**src/rtl/mips_fetch_pkg.sv**
```systemverilog
// Shared types and constants for the fetch stage.
// States, default parameter values and offset helper.
package mips_fetch_pkg;

  typedef enum logic [1:0] {
    BOOT,
    RUN,
    HALT
  } fetch_state_e;

  localparam logic [31:0] HALT_WORD_DEFAULT = 32'h0000_000D;
  localparam logic [31:0] RESET_PC_DEFAULT  = 32'h0000_0000;
  localparam logic [31:0] PC_STEP           = 32'd4;

  function automatic logic [31:0] sext_shl2(
    input logic [15:0] off
  );
    return {{14{off[15]}}, off, 2'b00};
  endfunction

endpackage

```
**src/rtl/pc_fetch_unit_next_pc.sv**
```systemverilog
// Next-PC selection: jr > jump > branch > sequential.
// Flags targets that are misaligned or past the end of memory.
module next_pc_calc
  import mips_fetch_pkg::*;
#(
  parameter int unsigned MEM_WORDS = 32
) (
  input  logic [31:0] pc,
  input  logic        branch_taken,
  input  logic [15:0] branch_offset,
  input  logic        jump,
  input  logic [25:0] jump_target,
  input  logic        jr,
  input  logic [31:0] jr_addr,
  output logic [31:0] next_pc,
  output logic        target_fault
);

  localparam logic [32:0] LIMIT = 33'(MEM_WORDS) * 33'd4;

  logic [31:0] pc4;

  // Priority target mux and range/alignment check
  always_comb begin
    pc4 = pc + PC_STEP;
    next_pc = pc4;
    if (jr)
      next_pc = jr_addr;
    else if (jump)
      next_pc = {pc4[31:28], jump_target, 2'b00};
    else if (branch_taken)
      next_pc = pc4 + sext_shl2(branch_offset);
    target_fault = (next_pc[1:0] != 2'b00) ||
                   ({1'b0, next_pc} >= LIMIT);
  end

endmodule

```
**src/rtl/pc_fetch_unit.sv**
```systemverilog
// Fetch stage: PC register, fetch register, BOOT/RUN/HALT FSM.
// Optional perf counters enabled by FETCH_PERF_CNT_EN.
module pc_fetch_unit
  import mips_fetch_pkg::*;
#(
  parameter logic [31:0] RESET_PC  = RESET_PC_DEFAULT,
  parameter int unsigned MEM_WORDS = 32,
  parameter logic [31:0] HALT_WORD = HALT_WORD_DEFAULT
) (
  input  logic        clk,
  input  logic        rst_n,
  input  logic        stall,
  input  logic        branch_taken,
  input  logic [15:0] branch_offset,
  input  logic        jump,
  input  logic [25:0] jump_target,
  input  logic        jr,
  input  logic [31:0] jr_addr,
  input  logic [31:0] instruction,
  output logic [31:0] pc,
  output logic [31:0] instr_out,
  output logic [31:0] instr_pc,
  output logic        instr_valid,
  output logic        halted,
  output logic        fault
`ifdef FETCH_PERF_CNT_EN
  ,
  output logic [31:0] fetch_count,
  output logic [31:0] stall_count
`endif
);

  fetch_state_e state, state_d;

  logic [31:0] pc_d, instr_d, ipc_d;
  logic        valid_d, halted_d, fault_d;
  logic [31:0] next_pc;
  logic        target_fault;

  next_pc_calc #(
    .MEM_WORDS(MEM_WORDS)
  ) u_next_pc (
    .pc           (pc),
    .branch_taken (branch_taken),
    .branch_offset(branch_offset),
    .jump         (jump),
    .jump_target  (jump_target),
    .jr           (jr),
    .jr_addr      (jr_addr),
    .next_pc      (next_pc),
    .target_fault (target_fault)
  );

  // Next-state and register-update decisions
  always_comb begin
    state_d  = state;
    pc_d     = pc;
    instr_d  = instr_out;
    ipc_d    = instr_pc;
    valid_d  = instr_valid;
    halted_d = halted;
    fault_d  = fault;
    unique case (state)
      BOOT: begin
        state_d = RUN;
        valid_d = 1'b0;
      end
      RUN: begin
        if (!stall) begin
          instr_d = instruction;
          ipc_d   = pc;
          valid_d = 1'b1;
          if (target_fault) begin
            fault_d  = 1'b1;
            halted_d = 1'b1;
            state_d  = HALT;
          end else if (instruction == HALT_WORD) begin
            halted_d = 1'b1;
            state_d  = HALT;
          end else begin
            pc_d = next_pc;
          end
        end
      end
      HALT: begin
        valid_d = 1'b0;
      end
      default: state_d = BOOT;
    endcase
  end

  // State and fetch registers, synchronous reset
  always_ff @(posedge clk) begin
    if (!rst_n) begin
      state       <= BOOT;
      pc          <= RESET_PC;
      instr_out   <= '0;
      instr_pc    <= '0;
      instr_valid <= 1'b0;
      halted      <= 1'b0;
      fault       <= 1'b0;
    end else begin
      state       <= state_d;
      pc          <= pc_d;
      instr_out   <= instr_d;
      instr_pc    <= ipc_d;
      instr_valid <= valid_d;
      halted      <= halted_d;
      fault       <= fault_d;
    end
  end

`ifdef FETCH_PERF_CNT_EN
  logic capture;
  logic run_stall;

  assign capture   = (state == RUN) && !stall;
  assign run_stall = (state == RUN) && stall;

  // Saturating fetch and stall counters
  always_ff @(posedge clk) begin
    if (!rst_n) begin
      fetch_count <= '0;
      stall_count <= '0;
    end else begin
      if (capture && (fetch_count != '1))
        fetch_count <= fetch_count + 32'd1;
      if (run_stall && (stall_count != '1))
        stall_count <= stall_count + 32'd1;
    end
  end
`endif

endmodule

```
**config.mk**
```make
export PLATFORM = sky130hd
export DESIGN_NAME = pc_fetch_unit
export DESIGN_NICKNAME = d
export VERILOG_FILES = /design/src/rtl/mips_fetch_pkg.sv /design/src/rtl/pc_fetch_unit_next_pc.sv /design/src/rtl/pc_fetch_unit.sv
export SDC_FILE = /design/constraint.sdc
export NUM_CORES = 1
export LEC_CHECK = 0
export BUFFER_PORTS_ARGS = -buffer_cell sky130_fd_sc_hd__buf_2
export CORE_MARGIN = 2
export CORE_UTILIZATION = 53
export CTS_CLUSTER_SIZE = 40
export DETAILED_ROUTE_END_ITERATION = 10
export GPL_TIMING_DRIVEN = 0
export PLACE_DENSITY = 0.91
export SLEW_MARGIN = 20
export SYNTH_ARGS = -nofsm -noshare
export SYNTH_HDL_FRONTEND = slang
export SYNTH_SLANG_ARGS = --single-unit
export TNS_END_PERCENT = 10
```
**constraint.sdc**
```tcl
create_clock -name clk -period 5 [get_ports clk]
set_input_delay 1.5 -clock clk [delete_from_list [all_inputs] [get_ports clk]]
set_output_delay 1.5 -clock clk [all_outputs]
set_load 0.005 [all_outputs]
```
-- Word-level counts from Yosys, hierarchy flattened
Cells that the tools add are included.
- reductions and logical operators: 12
- bitwise operators: 4
- $add $sub $neg: 2
- equal/unequal tests: 5
- muxes and demuxes: 11
- $lt $le $gt $ge: 1
- operators by type and width (cell ; count):
    2-to-1 mux 32 bit ; 3
    adder 32 x 3 -> 32 bit, second input constant ; 1
    adder 32 bit ; 1
    == test 32 x 4 -> 1 bit, second input constant ; 1
    >= comparator 32 x 8 -> 1 bit, second input constant ; 1
    AND reduction 3 bit ; 3
    2-to-1 mux 2 bit ; 3
    one-hot mux 2 bit (3 select lines) ; 1
    nonzero test 2 bit ; 3
    inverter 1 bit ; 4
    AND reduction 2 bit ; 2
    AND reduction 4 bit ; 1
    2-to-1 mux 1 bit ; 3
    inequality test 3 bit, second input constant ; 1
    == test 2 x 1 -> 1 bit, second input constant ; 1
    == test 2 bit, second input constant ; 1
    zero test 2 bit ; 1
    inequality test 2 bit, second input constant ; 1
    one-hot mux 1 bit (2 select lines) ; 1
    OR reduction 2 bit ; 1
    logical OR 1 bit ; 1
- register bits after elaboration: 101
- output and inout bits: 99
- word-level logic and storage cells: 42

-- Depth between registers and ports, before layout
- depth in word-level cells: 10
- mapped depth: 20

-- Hierarchy
A second synthesis with hierarchy kept.
- cell total of the unflattened synthesis: 973
- area, all modules: 7103.1 µm²
- modules (own cells, without submodules) (module ; area an instance (µm²) ; instances ; cells each):
    pc_fetch_unit ; 3702.3 ; 1 ; 447
    next_pc_calc ; 3400.8 ; 1 ; 526

-- Least setup slack after synthesis
Ideal clock, no wire load.
- path kind: register -> register
- start point: register pc[2]
- end point: register pc[21]
- clock period less this slack: 4.700 ns
- required time: 4.884 ns
- slack: 0.300 ns
- arrival: 4.585 ns
- setup time: 0.116 ns
- stages on the path, launching flop included: 20
- path through: dfxtp_1 ha_1 and4_1 clkbuf_1 and2_1 buf_2 nand3_1 xnor2_1 ha_1 a21o_1 o21bai_1 a221oi_1 o221ai_1 or4b_1 a221oi_1 a311oi_1 or2_2 nor4_4 buf_6 and3b_1
- cells in the longest elaborated chain, start to end: 9
- ends and longest elaborated chain (element ; RTL line ; text):
    from (decl) ; pc_fetch_unit.sv:20 ; output logic [31:0] pc,
    from (signal assigned) ; pc_fetch_unit.sv:104 ; pc <= pc_d;
    adder 32 x 3 -> 32 bit * ; pc_fetch_unit_next_pc.sv:25 ; pc4 = pc + PC_STEP;
    adder 32 bit ; pc_fetch_unit_next_pc.sv:32 ; next_pc = pc4 + sext_shl2(branch_offset);
    2-to-1 mux 32 bit ; pc_fetch_unit_next_pc.sv:31 ; else if (branch_taken)
    2-to-1 mux 32 bit * ; pc_fetch_unit_next_pc.sv:29 ; else if (jump)
    2-to-1 mux 32 bit * ; pc_fetch_unit_next_pc.sv:27 ; if (jr)
    >= comparator 32 x 8 -> 1 bit ; pc_fetch_unit_next_pc.sv:34 ; ({1'b0, next_pc} >= LIMIT);
    logical OR 1 bit ; pc_fetch_unit_next_pc.sv:33 ; target_fault = (next_pc[1:0] != 2'b00) ||
    inverter 1 bit (no source line) ; -- ;
    AND reduction 4 bit (no source line) ; -- ;
Mark *: on every way between the ends. The rest lies on a longest branch, timed or not.
A chain may end at the register's enable or synchronous reset.

-- Worst setup path after layout
- start point: register pc[12]
- end point: register pc[22]
The elaborated chain is that of the path after synthesis.

==> run metrics <==
status finished, final reports clean; clock latency on the worst-skew pair 0.35 ns; Most Frequent Cell on Critical Path nor4_4; CTS root buf clkbuf_16; sequential fraction of the synthesis area 28.4%; fmax between 200 and 250 MHz; max_cap viols 0; number of synthesized flops with an enable pin 0; global-route wire length before repair just under 40 mm; CP arrival 5.13 ns; crit path capture pc[22]; synthesized flop and latch total 101; Die W 120 um; Syn Nets 1082; NetSw 0.496 mW; Synth top area share 28.4%; pin count of the biggest net entering global routing 20; worst vdd ir 0.000259 V; All-Layer GR Usage between 30% and 40%; Area contributors post-synth dfxtp_1, nand2_1, a21boi_0; Final Worst Setup Slack 0.101 ns; Worst-Margin Slew 0.919 ns; fill count 1042; commonest cells in the netlist nand2_1, dfxtp_1, a21boi_0; max-slew violation count 0; routed via count roughly 8400; IO buf count 209; fin crit share 98.0%; share of cells above drive strength 1 between 20% and 30%; CP Capture Type flop; n_diodes 0; FFs w/ async S/R, synth 0%; cell taking the most area after synthesis dfxtp_1; Clock power frac slightly below 40%; CTS tree done; Post-DP Area 0.00839 sq mm; FF-to-FF Start pc[12]; Post-Layout Inst Area 0.00908 sq mm; Post-Syn Instances 936; most frequent cell after synthesis nand2_1; Routed WL 26.1 mm; Gate power share 16.7%; hold buffers post-CTS 0; Synth-to-Final Area Change 27.5%; Primary FF master, synth dfxtp_1; Rows 42; internal power roughly 1.4 mW; Nets 1309; initial antenna violation count 0; vias in the first global route 7717; leakage power 3.92 nW; final hold slack 0.465 ns; htree depth 3; reg2reg path depth 16; PD cells 210 mW/mm^2; pre-CTS WS -0.717 ns; Die Ht approximately 120 um; CP max FO 10; post-layout min period 4.90 ns; fraction of power consumed by sequential logic 43.6%; number of setup violations in the final report 0; Crit path required time 5.23 ns; hold crit path type reg2reg; Sink Count ~100; worst reg2reg endpoint pc[22]; Ports 211; CTS buffer count 9; Slew headroom 38.5%; Cell Chain, Critical Path buf_4 -> nand4_4 -> or4_4 -> nor2_1 -> nand2_1 -> xnor2_1 -> ha_1 -> a21oi_1 -> o221ai_2 -> or4_1 -> o211a_2 -> nor4_4 -> nand4_2 -> nor4_4 -> buf_6 -> and3b_1; antenna viol nets, final 0; Placeable Area 0.0132 sq mm; Post-DP HPWL 19.3 mm; YS warnings 0; startpoint types flop; Initial Util 54.0%; CP startpoint pc[12]; FF-to-FF setup slack around 0.10 ns; drt first-iter violations 908; synthesized area 0.00712 sq mm; post-synth cell types 72; CP peak stage delay around 0.60 ns; Switching Fraction 26.1%; Clock transition at path regs 0.07 ns; Avg WL per Cell 19.4 um; die area 0.0144 sq mm; GP Congestion 0.995; Max Buffers Root-to-Sink 2; vias per cell slightly above 6; drt pass-1 iters 6; CP Class reg2reg; Fin. Hold Viols 0; Residual DRC 0; CP max stage cell or4_4; clk_skew 0.00999 ns; remaining global-route overflow 0; Mean Syn Cell Area 7.61 sq um
## sequential cells by signal, indices dropped and copies added (netlist names)
name / cells
instr_out: 32
instr_pc: 32
pc: 32
state: 2
fault: 1
halted: 1
instr_valid: 1
## cell usage in the layout (no fill, tap or decap), drive strengths merged, types with 30 or more instances in the layout
cell type | Yosys | final
nor4 | 30 | 30
o21ai | 37 | 37
a21oi | 51 | 51
buf | 12 | 233
a21boi | 66 | 66
nand2 | 203 | 203
dfxtp | 101 | 101
clkbuf | 42 | 49
ha | 33 | 33
nor2 | 48 | 48
## metal layers
layer | vias up | global-route usage [%] | share of wire, %
li1 | 3866 | - | -
met1 | 3888 | 43.8 | 38
met2 | 517 | 57.7 | 48
met3 | 81 | 6.08 | 11
met4 | 0 | 12.5 | 3.1
met5 | - | 0 | 0
## critical path, delay by kind of cell, from the launching register on
kind                       cells  cell delay, ns
xor gates and xnor gates       1            0.28
buffers and inverters          2            0.40
DFF                            1            0.35
and+or+nand+nor                9            2.60
adders and majority gates      1            0.36
AOI/OAI and AO/OA              3            0.78
## metrics by stage
stage               TNS [ns]  total power [mW]  util [%]  cells
finish                     0              1.90      68.8   1344
global route           -1.98              1.96      68.8   1344
CTS                        0              1.89      67.0   1339
detailed placement    -21.39              1.14      63.6   1321
global placement      -20.89              1.14      63.6   1321
floorplan                  0              1.02         -    936
## repair_timing
action                     in CTS  in global routing
setup endpoints to repair      36                 35
pin swaps                       3                 13
setup buffers                   5                  7
resized for setup              19                 50
## logic make-up after synthesis
group	after synthesis	synth area share [%]
AO/OA/AOI/OAI	247	24.0
XOR/XNOR	41	5.04
adder cells (fa/ha/maj)	34	6.08
buffers and inverters	74	4.27
flip-flops	101	28.4
multiplexers	15	2.13
AND/OR/NAND/NOR	424	30.1
## area by class of cell
class	count	area [sq um]	share of cell area [%]
multi-input combinational	761	5060	55.8
clock inverter	4	70.1	0.772
tap	176	220	2.43
inverter	20	75.1	0.827
timing repair buffer	221	1140	12.5
clock buffer	12	256	2.83
sequential	101	2040	22.5
buffer	49	215	2.37
## power by group through the flow
stage | Combinational, mW | Clock [mW] | Sequential (mW)
floorplan | 0.170 | 0 | 0.848
global placement | 0.294 | 0 | 0.846
detailed placement | 0.296 | 0 | 0.847
CTS | 0.300 | 0.758 | 0.829
global route | 0.343 | 0.790 | 0.830
finish | 0.317 | 0.757 | 0.829
## worst min-delay path by stage
stage | from | cells past startpoint | to
after global placement | instr_out[20] | 2 | instr_out[20]
after floorplan | state[0] | 2 | instr_valid
after global routing | instr_out[8] | 2 | instr_out[8]
after CTS | instr_out[4] | 2 | instr_out[4]
final | instr_out[21] | 2 | instr_out[21]
after detailed placement | instr_pc[30] | 2 | instr_pc[30]
(Power assumes the default switching activity.)
